<file path="src/rtl/clk_mon_pkg.sv">
// rtl/clk_mon_pkg.sv - shared types and board defaults for the divided-clock frequency monitor
package clk_mon_pkg;

    typedef enum logic {
        IDLE    = 1'b0,
        MEASURE = 1'b1
    } mon_state_t;

    // 1000-cycle gate against a divide-by-8 output: 125 edges nominal
    localparam int DEF_GATE_CYCLES  = 1000;
    localparam int DEF_CNT_W        = 12;
    localparam int DEF_MIN_EDGES    = 120;
    localparam int DEF_MAX_EDGES    = 130;
    localparam int DEF_LOCK_WINDOWS = 4;
    localparam int DEF_SYNC_STAGES  = 2;

endpackage

</file>
<file path="src/rtl/sync_edge_detect.sv">
// rtl/sync_edge_detect.sv - multi-flop synchroniser with a one-cycle rising-edge pulse
module sync_edge_detect
    import clk_mon_pkg::*;
#(
    parameter int STAGES = DEF_SYNC_STAGES
) (
    input  logic clk,
    input  logic reset,
    input  logic din,
    output logic rise
);

    logic [STAGES-1:0] sync;
    logic              prev;

    always_ff @(posedge clk or posedge reset) begin
        if (reset) begin
            sync <= '0;
            prev <= 1'b0;
        end else begin
            sync <= {sync[STAGES-2:0], din};
            prev <= sync[STAGES-1];
        end
    end

    assign rise = sync[STAGES-1] & ~prev;

endmodule

</file>
<file path="src/rtl/clk_freq_monitor.sv">
// rtl/clk_freq_monitor.sv - gated edge counter that range-checks a divided clock and reports lock/fault
module clk_freq_monitor
    import clk_mon_pkg::*;
#(
    parameter int GATE_CYCLES  = DEF_GATE_CYCLES,
    parameter int CNT_W        = DEF_CNT_W,
    parameter int MIN_EDGES    = DEF_MIN_EDGES,
    parameter int MAX_EDGES    = DEF_MAX_EDGES,
    parameter int LOCK_WINDOWS = DEF_LOCK_WINDOWS,
    parameter int SYNC_STAGES  = DEF_SYNC_STAGES
) (
    input  logic             clk,
    input  logic             reset,
    input  logic             enable,
    input  logic             mon_clk,
    input  logic             clear_fault,
    output logic [CNT_W-1:0] meas_count,
    output logic             meas_valid,
    output logic             in_range,
    output logic             locked,
    output logic             fault
);

    localparam int GATE_W   = $clog2(GATE_CYCLES);
    localparam int STREAK_W = $clog2(LOCK_WINDOWS + 1);

    localparam logic [GATE_W-1:0]   GATE_LAST = GATE_W'(GATE_CYCLES - 1);
    localparam logic [CNT_W-1:0]    CNT_MAX   = '1;
    localparam logic [CNT_W-1:0]    MIN_C     = CNT_W'(MIN_EDGES);
    localparam logic [CNT_W-1:0]    MAX_C     = CNT_W'(MAX_EDGES);
    localparam logic [STREAK_W-1:0] LOCK_C    = STREAK_W'(LOCK_WINDOWS);

    mon_state_t          state;
    mon_state_t          state_next;
    logic [GATE_W-1:0]   gate_cnt;
    logic [CNT_W-1:0]    edge_cnt;
    logic [CNT_W-1:0]    edge_sum;
    logic [STREAK_W-1:0] streak;
    logic [STREAK_W-1:0] streak_inc;
    logic                rise;
    logic                window_end;
    logic                result_ok;

    sync_edge_detect #(
        .STAGES (SYNC_STAGES)
    ) u_sync (
        .clk   (clk),
        .reset (reset),
        .din   (mon_clk),
        .rise  (rise)
    );

    always_ff @(posedge clk or posedge reset) begin
        if (reset) begin
            state <= IDLE;
        end else begin
            state <= state_next;
        end
    end

    always_comb begin
        state_next = state;
        window_end = 1'b0;
        edge_sum   = edge_cnt;
        streak_inc = streak;
        case (state)
            IDLE: begin
                if (enable) begin
                    state_next = MEASURE;
                end
            end
            MEASURE: begin
                if (!enable) begin
                    state_next = IDLE;
                end else begin
                    window_end = (gate_cnt == GATE_LAST);
                end
            end
            default: state_next = IDLE;
        endcase
        // a rise on the last gate cycle is folded into the closing window
        if (rise && (edge_cnt != CNT_MAX)) begin
            edge_sum = edge_cnt + CNT_W'(1);
        end
        result_ok = (edge_sum >= MIN_C) && (edge_sum <= MAX_C);
        if (streak != LOCK_C) begin
            streak_inc = streak + STREAK_W'(1);
        end
    end

    always_ff @(posedge clk or posedge reset) begin
        if (reset) begin
            gate_cnt   <= '0;
            edge_cnt   <= '0;
            streak     <= '0;
            meas_count <= '0;
            meas_valid <= 1'b0;
            in_range   <= 1'b0;
            locked     <= 1'b0;
            fault      <= 1'b0;
        end else begin
            meas_valid <= 1'b0;
            if ((state == MEASURE) && enable) begin
                if (window_end) begin
                    gate_cnt   <= '0;
                    edge_cnt   <= '0;
                    meas_count <= edge_sum;
                    meas_valid <= 1'b1;
                    in_range   <= result_ok;
                    if (result_ok) begin
                        streak <= streak_inc;
                        locked <= (streak_inc == LOCK_C);
                    end else begin
                        streak <= '0;
                        locked <= 1'b0;
                    end
                end else begin
                    gate_cnt <= gate_cnt + GATE_W'(1);
                    edge_cnt <= edge_sum;
                end
            end else begin
                // idle or leaving a window: the partial count is thrown away
                gate_cnt <= '0;
                edge_cnt <= '0;
                if (!enable) begin
                    streak <= '0;
                    locked <= 1'b0;
                end
            end

            if (window_end && !result_ok) begin
                fault <= 1'b1;
            end else if (clear_fault) begin
                fault <= 1'b0;
            end
        end
    end

endmodule

</file>
<file path="config.mk">
export PLATFORM = sky130hd
export DESIGN_NAME = clk_freq_monitor
export DESIGN_NICKNAME = d
export VERILOG_FILES = /design/src/rtl/clk_mon_pkg.sv /design/src/rtl/sync_edge_detect.sv /design/src/rtl/clk_freq_monitor.sv
export SDC_FILE = /design/constraint.sdc
export NUM_CORES = 1
export LEC_CHECK = 0
export ABC_AREA = 1
export ABC_CLOCK_PERIOD_IN_PS = 2000
export BUFFER_PORTS_ARGS = -buffer_cell sky130_fd_sc_hd__buf_2
export CAP_MARGIN = 20
export CORE_ASPECT_RATIO = 0.9
export CORE_UTILIZATION = 40
export CTS_CLUSTER_DIAMETER = 200
export DETAILED_ROUTE_END_ITERATION = 6
export GPL_TIMING_DRIVEN = 0
export HOLD_SLACK_MARGIN = 0.03
export PLACE_DENSITY = 0.58
export SYNTH_ARGS = -nofsm -noshare
export SYNTH_HDL_FRONTEND = slang
export SYNTH_SLANG_ARGS = --single-unit
</file>
<file path="constraint.sdc">
create_clock -name clk -period 2 [get_ports clk]
set_input_delay 0.1 -clock clk [delete_from_list [all_inputs] [get_ports clk]]
set_output_delay 0.1 -clock clk [all_outputs]
set_load 0.02 [all_outputs]
</file>
==> impl_metrics.yaml <==
final_layout:
  final_net_count: 339
  n_antenna_cell: 0
  area_growth_pct: 26.7
  final_common_cell: "nand2_1"
  layout-drive-gt1-share: 0.272
  final_cell_mix: "nand2_1, dfrtp_1, nor2_1"
drt:
  route.detailed.drc: 0
  initialDrtViolationCount: 123
  routed_wl_um: 5250
  routedWlPerCell_um: 13.2
  postRouteAntennaNets: 0
  vias: 1915
  dr.pass1.iters: 4
  vias_per_cell: 4.81
sta:
  fin_crit_ns: 1.94
  slew_violations: 0
  slew_headroom: 0.640
  holdWs_ns: 0.285
  setup_viol: 0
  rsz0062_at_grt: "true"
  post-route-period-util: 0.972
  finalHoldViolations: 0
  tightestPinTransition_ns: 0.540
  skew_ns: 0.00880
  fmax_mhz: 514
cts:
  numCtsBuffers: 5
  path_clk_slew_ns: 0.09
  cts.path.max_buffers: 2
  cts_sinks: 45
  cts_root_buffer: "clkbuf_8"
  cts_tree: "done"
  clock_latency_ns: 0.30
  cts_max_level: 2
synth:
  synth_cell_type_count: 30
  synth_cells: 285
  syn-cell-area_um2: 2260
  synth.top_cells.by_area: "dfrtp_1, nand2_1, nor2_1"
  synthesis.nets: 294
  synth_largest_area_cell: "dfrtp_1"
  synth_top_area_frac: 0.499
  synth_area_per_cell_um2: 7.92
  ys_seq_area_frac: 0.499
  yosysWarnings: 0
  ys_seq_elements: 45
place:
  gp_congestion: 0.830
  port_buffers: 20
  hpwlAfterDp_um: 3570
critical_path:
  r2r_start: "edge_cnt[1]$_DFF_PP0_"
  max_stage_delay_ns: 0.40
  crit_slowest_cell: "dfrtp_1"
  cp_max_fo: 5
  worstPathCellList: "ha_4 > inv_2 > nor2_4 > nand3_4 > nand2_4 > inv_4 > buf_8 > nand2_4 > o21ai_2 > nor2_2 > nand2_2 > nor2_4 > nand2_2 > nand2_1 > o21ai_1"
  rr_endpoint: "fault$_DFFE_PP0P_"
  crit_type: "register to register"
  worstSetupEndpointType: "register"
  cp.arrival_ns: 2.13
  crit_family: "simple AND/OR/NAND/NOR gates"
  r2r_slack_ns: 0.06
  required_ns: 2.19
  start_kind: "register"
  crit_buf_inv: 3
  rr_worst_depth: 15
floorplanning:
  core.rowCount: 25
  fp.coreArea_um2: 5350
  die_height_um: 73.3
  ios: 21
  initial_core_util: 0.422
  die-area_um2: 5950
  die_w_um: 81.2
power:
  ir_worst_vdd_uv: 422
  p_leak_nw: 1.31
  total_power_w: 0.00160
  cellPowerDensity_nw_per_um2: 560
global_route:
  grt_pass1_wl_um: 8520
  antenna_found_initial: 0
  overflow: 0
  first_global_vias: 1771
  grt_usage: 0.194
  grt_max_degree: 35
hold_path:
  hp-class: "input pin to asynchronous set/reset pin"
status:
  status: "completed"
job:
  cap_violations: 0
[sequential cells by signal, summed over array words and instances (netlist names)]
| name | flops |
|---|---|
| gate_cnt | 10 |
| u_sync.sync | 2 |
| fault | 1 |
| meas_count | 12 |
| u_sync.prev | 1 |
| streak | 3 |
| locked | 1 |
| in_range | 1 |
| meas_valid | 1 |
| edge_cnt | 12 |
| state | 1 |
[area by class of cell]
| cell class | instances | area [um^2] |
|---|---|---|
| well taps | 67 | 83.8 |
| clock buffers | 5 | 68.8 |
| clock inverters | 3 | 22.5 |
| fillers | 519 | 2490 |
| repair buffers | 38 | 279 |
| plain buffers | 4 | 30.0 |
| flip-flops and latches | 45 | 1130 |
| multi-input cells | 202 | 1120 |
| inverters | 34 | 130 |
[worst max path at each step]
stage | from | endpoint | slack, ns | cells past startpoint
finish | edge_cnt[1]$_DFF_PP0_ | fault$_DFFE_PP0P_ | 0.06 | 15
global route | edge_cnt[1]$_DFF_PP0_ | fault$_DFFE_PP0P_ | -0.03 | 15
CTS | edge_cnt[1]$_DFF_PP0_ | fault$_DFFE_PP0P_ | 0.01 | 15
detailed placement | edge_cnt[0]$_DFF_PP0_ | fault$_DFFE_PP0P_ | -0.45 | 15
global placement | edge_cnt[0]$_DFF_PP0_ | fault$_DFFE_PP0P_ | -0.41 | 15
floorplan | edge_cnt[0]$_DFF_PP0_ | fault$_DFFE_PP0P_ | 0.01 | 15
[per-layer routing]
layer / vias to the layer above / wire length (um) / GRT usage
met3: 2 / 129 / 0.0422
met2: 30 / 2380 / 0.286
met5: - / 0 / 0
met4: 0 / 27 / 0.0655
met1: 895 / 2710 / 0.282
li1: 988 / - / -
[metrics by stage]
step / setup TNS, ns / cell area (um^2) / setup WS, ns / std cells / utilization
6_report: 0 / 2860 / 0.0552 / 398 / 0.535
5_1_grt: -0.0740 / 2860 / -0.0284 / 398 / 0.535
4_1_cts: 0 / 2670 / 0.0102 / 391 / 0.499
3_5_place_dp: -4.94 / 2460 / -0.449 / 373 / 0.460
3_3_place_gp: -4.87 / 2440 / -0.407 / 372 / 0.456
2_1_floorplan: 0 / 2260 / 0.0143 / 285 / -
[synth_stat cells]
cell type,number
a21oi_1,6
and2_1,1
buf_2,1
buf_6,1
clkbuf_1,2
clkinv_1,1
dfrtp_1,45
ha_1,4
inv_1,31
inv_2,2
nand2_1,82
nand2_2,3
nand2_4,1
nand3_1,16
nand3_2,1
nand3_4,1
nand3b_1,5
nand4_1,4
nor2_1,38
nor2_2,3
nor2_4,1
nor3_1,4
nor3b_1,2
nor4_1,2
o21ai_0,14
o21ai_1,6
o22ai_1,1
or2_2,1
xnor2_1,2
xor2_1,4
[worst register-to-register path, stage by stage (launching register included)]
cell,delay [ns]
dfrtp_1,0.40
ha_4,0.16
inv_2,0.04
nor2_4,0.13
nand3_4,0.11
nand2_4,0.10
inv_4,0.05
buf_8,0.13
nand2_4,0.05
o21ai_2,0.06
nor2_2,0.14
nand2_2,0.09
nor2_4,0.14
nand2_2,0.09
nand2_1,0.06
o21ai_1,0.07
[kinds of logic after synthesis]
logic type	after synthesis	synth area share
XOR/XNOR	6	0.0233
AND/OR/NAND/NOR	165	0.328
flip-flops	45	0.499
adder cells (fa/ha/maj)	4	0.0222
AO/OA/AOI/OAI	27	0.0604
buffers and inverters	38	0.0671
[where the power goes]
group / leakage [nW] / total (W) / internal, W / switching [W]
clock: 0.0481 / 0.000569 / 0.000248 / 0.000321
combinational: 0.650 / 0.000107 / 0.0000398 / 0.0000674
sequential: 0.613 / 0.000926 / 0.000918 / 0.00000762
total: 1.31 / 0.00160 / 0.00121 / 0.000396
[what timing repair did]
action / 4_1_cts / 5_1_grt
gates resized for setup: 8 / 36
hold endpoints to repair: 31 / 0
cloned: 0 / 1
pin swaps: 5 / 13
buffers inserted: 6 / 6
hold buffers: 4 / 0
endpoints found under the setup margin: 28 / 23
Power figures use the tool's default switching activity.
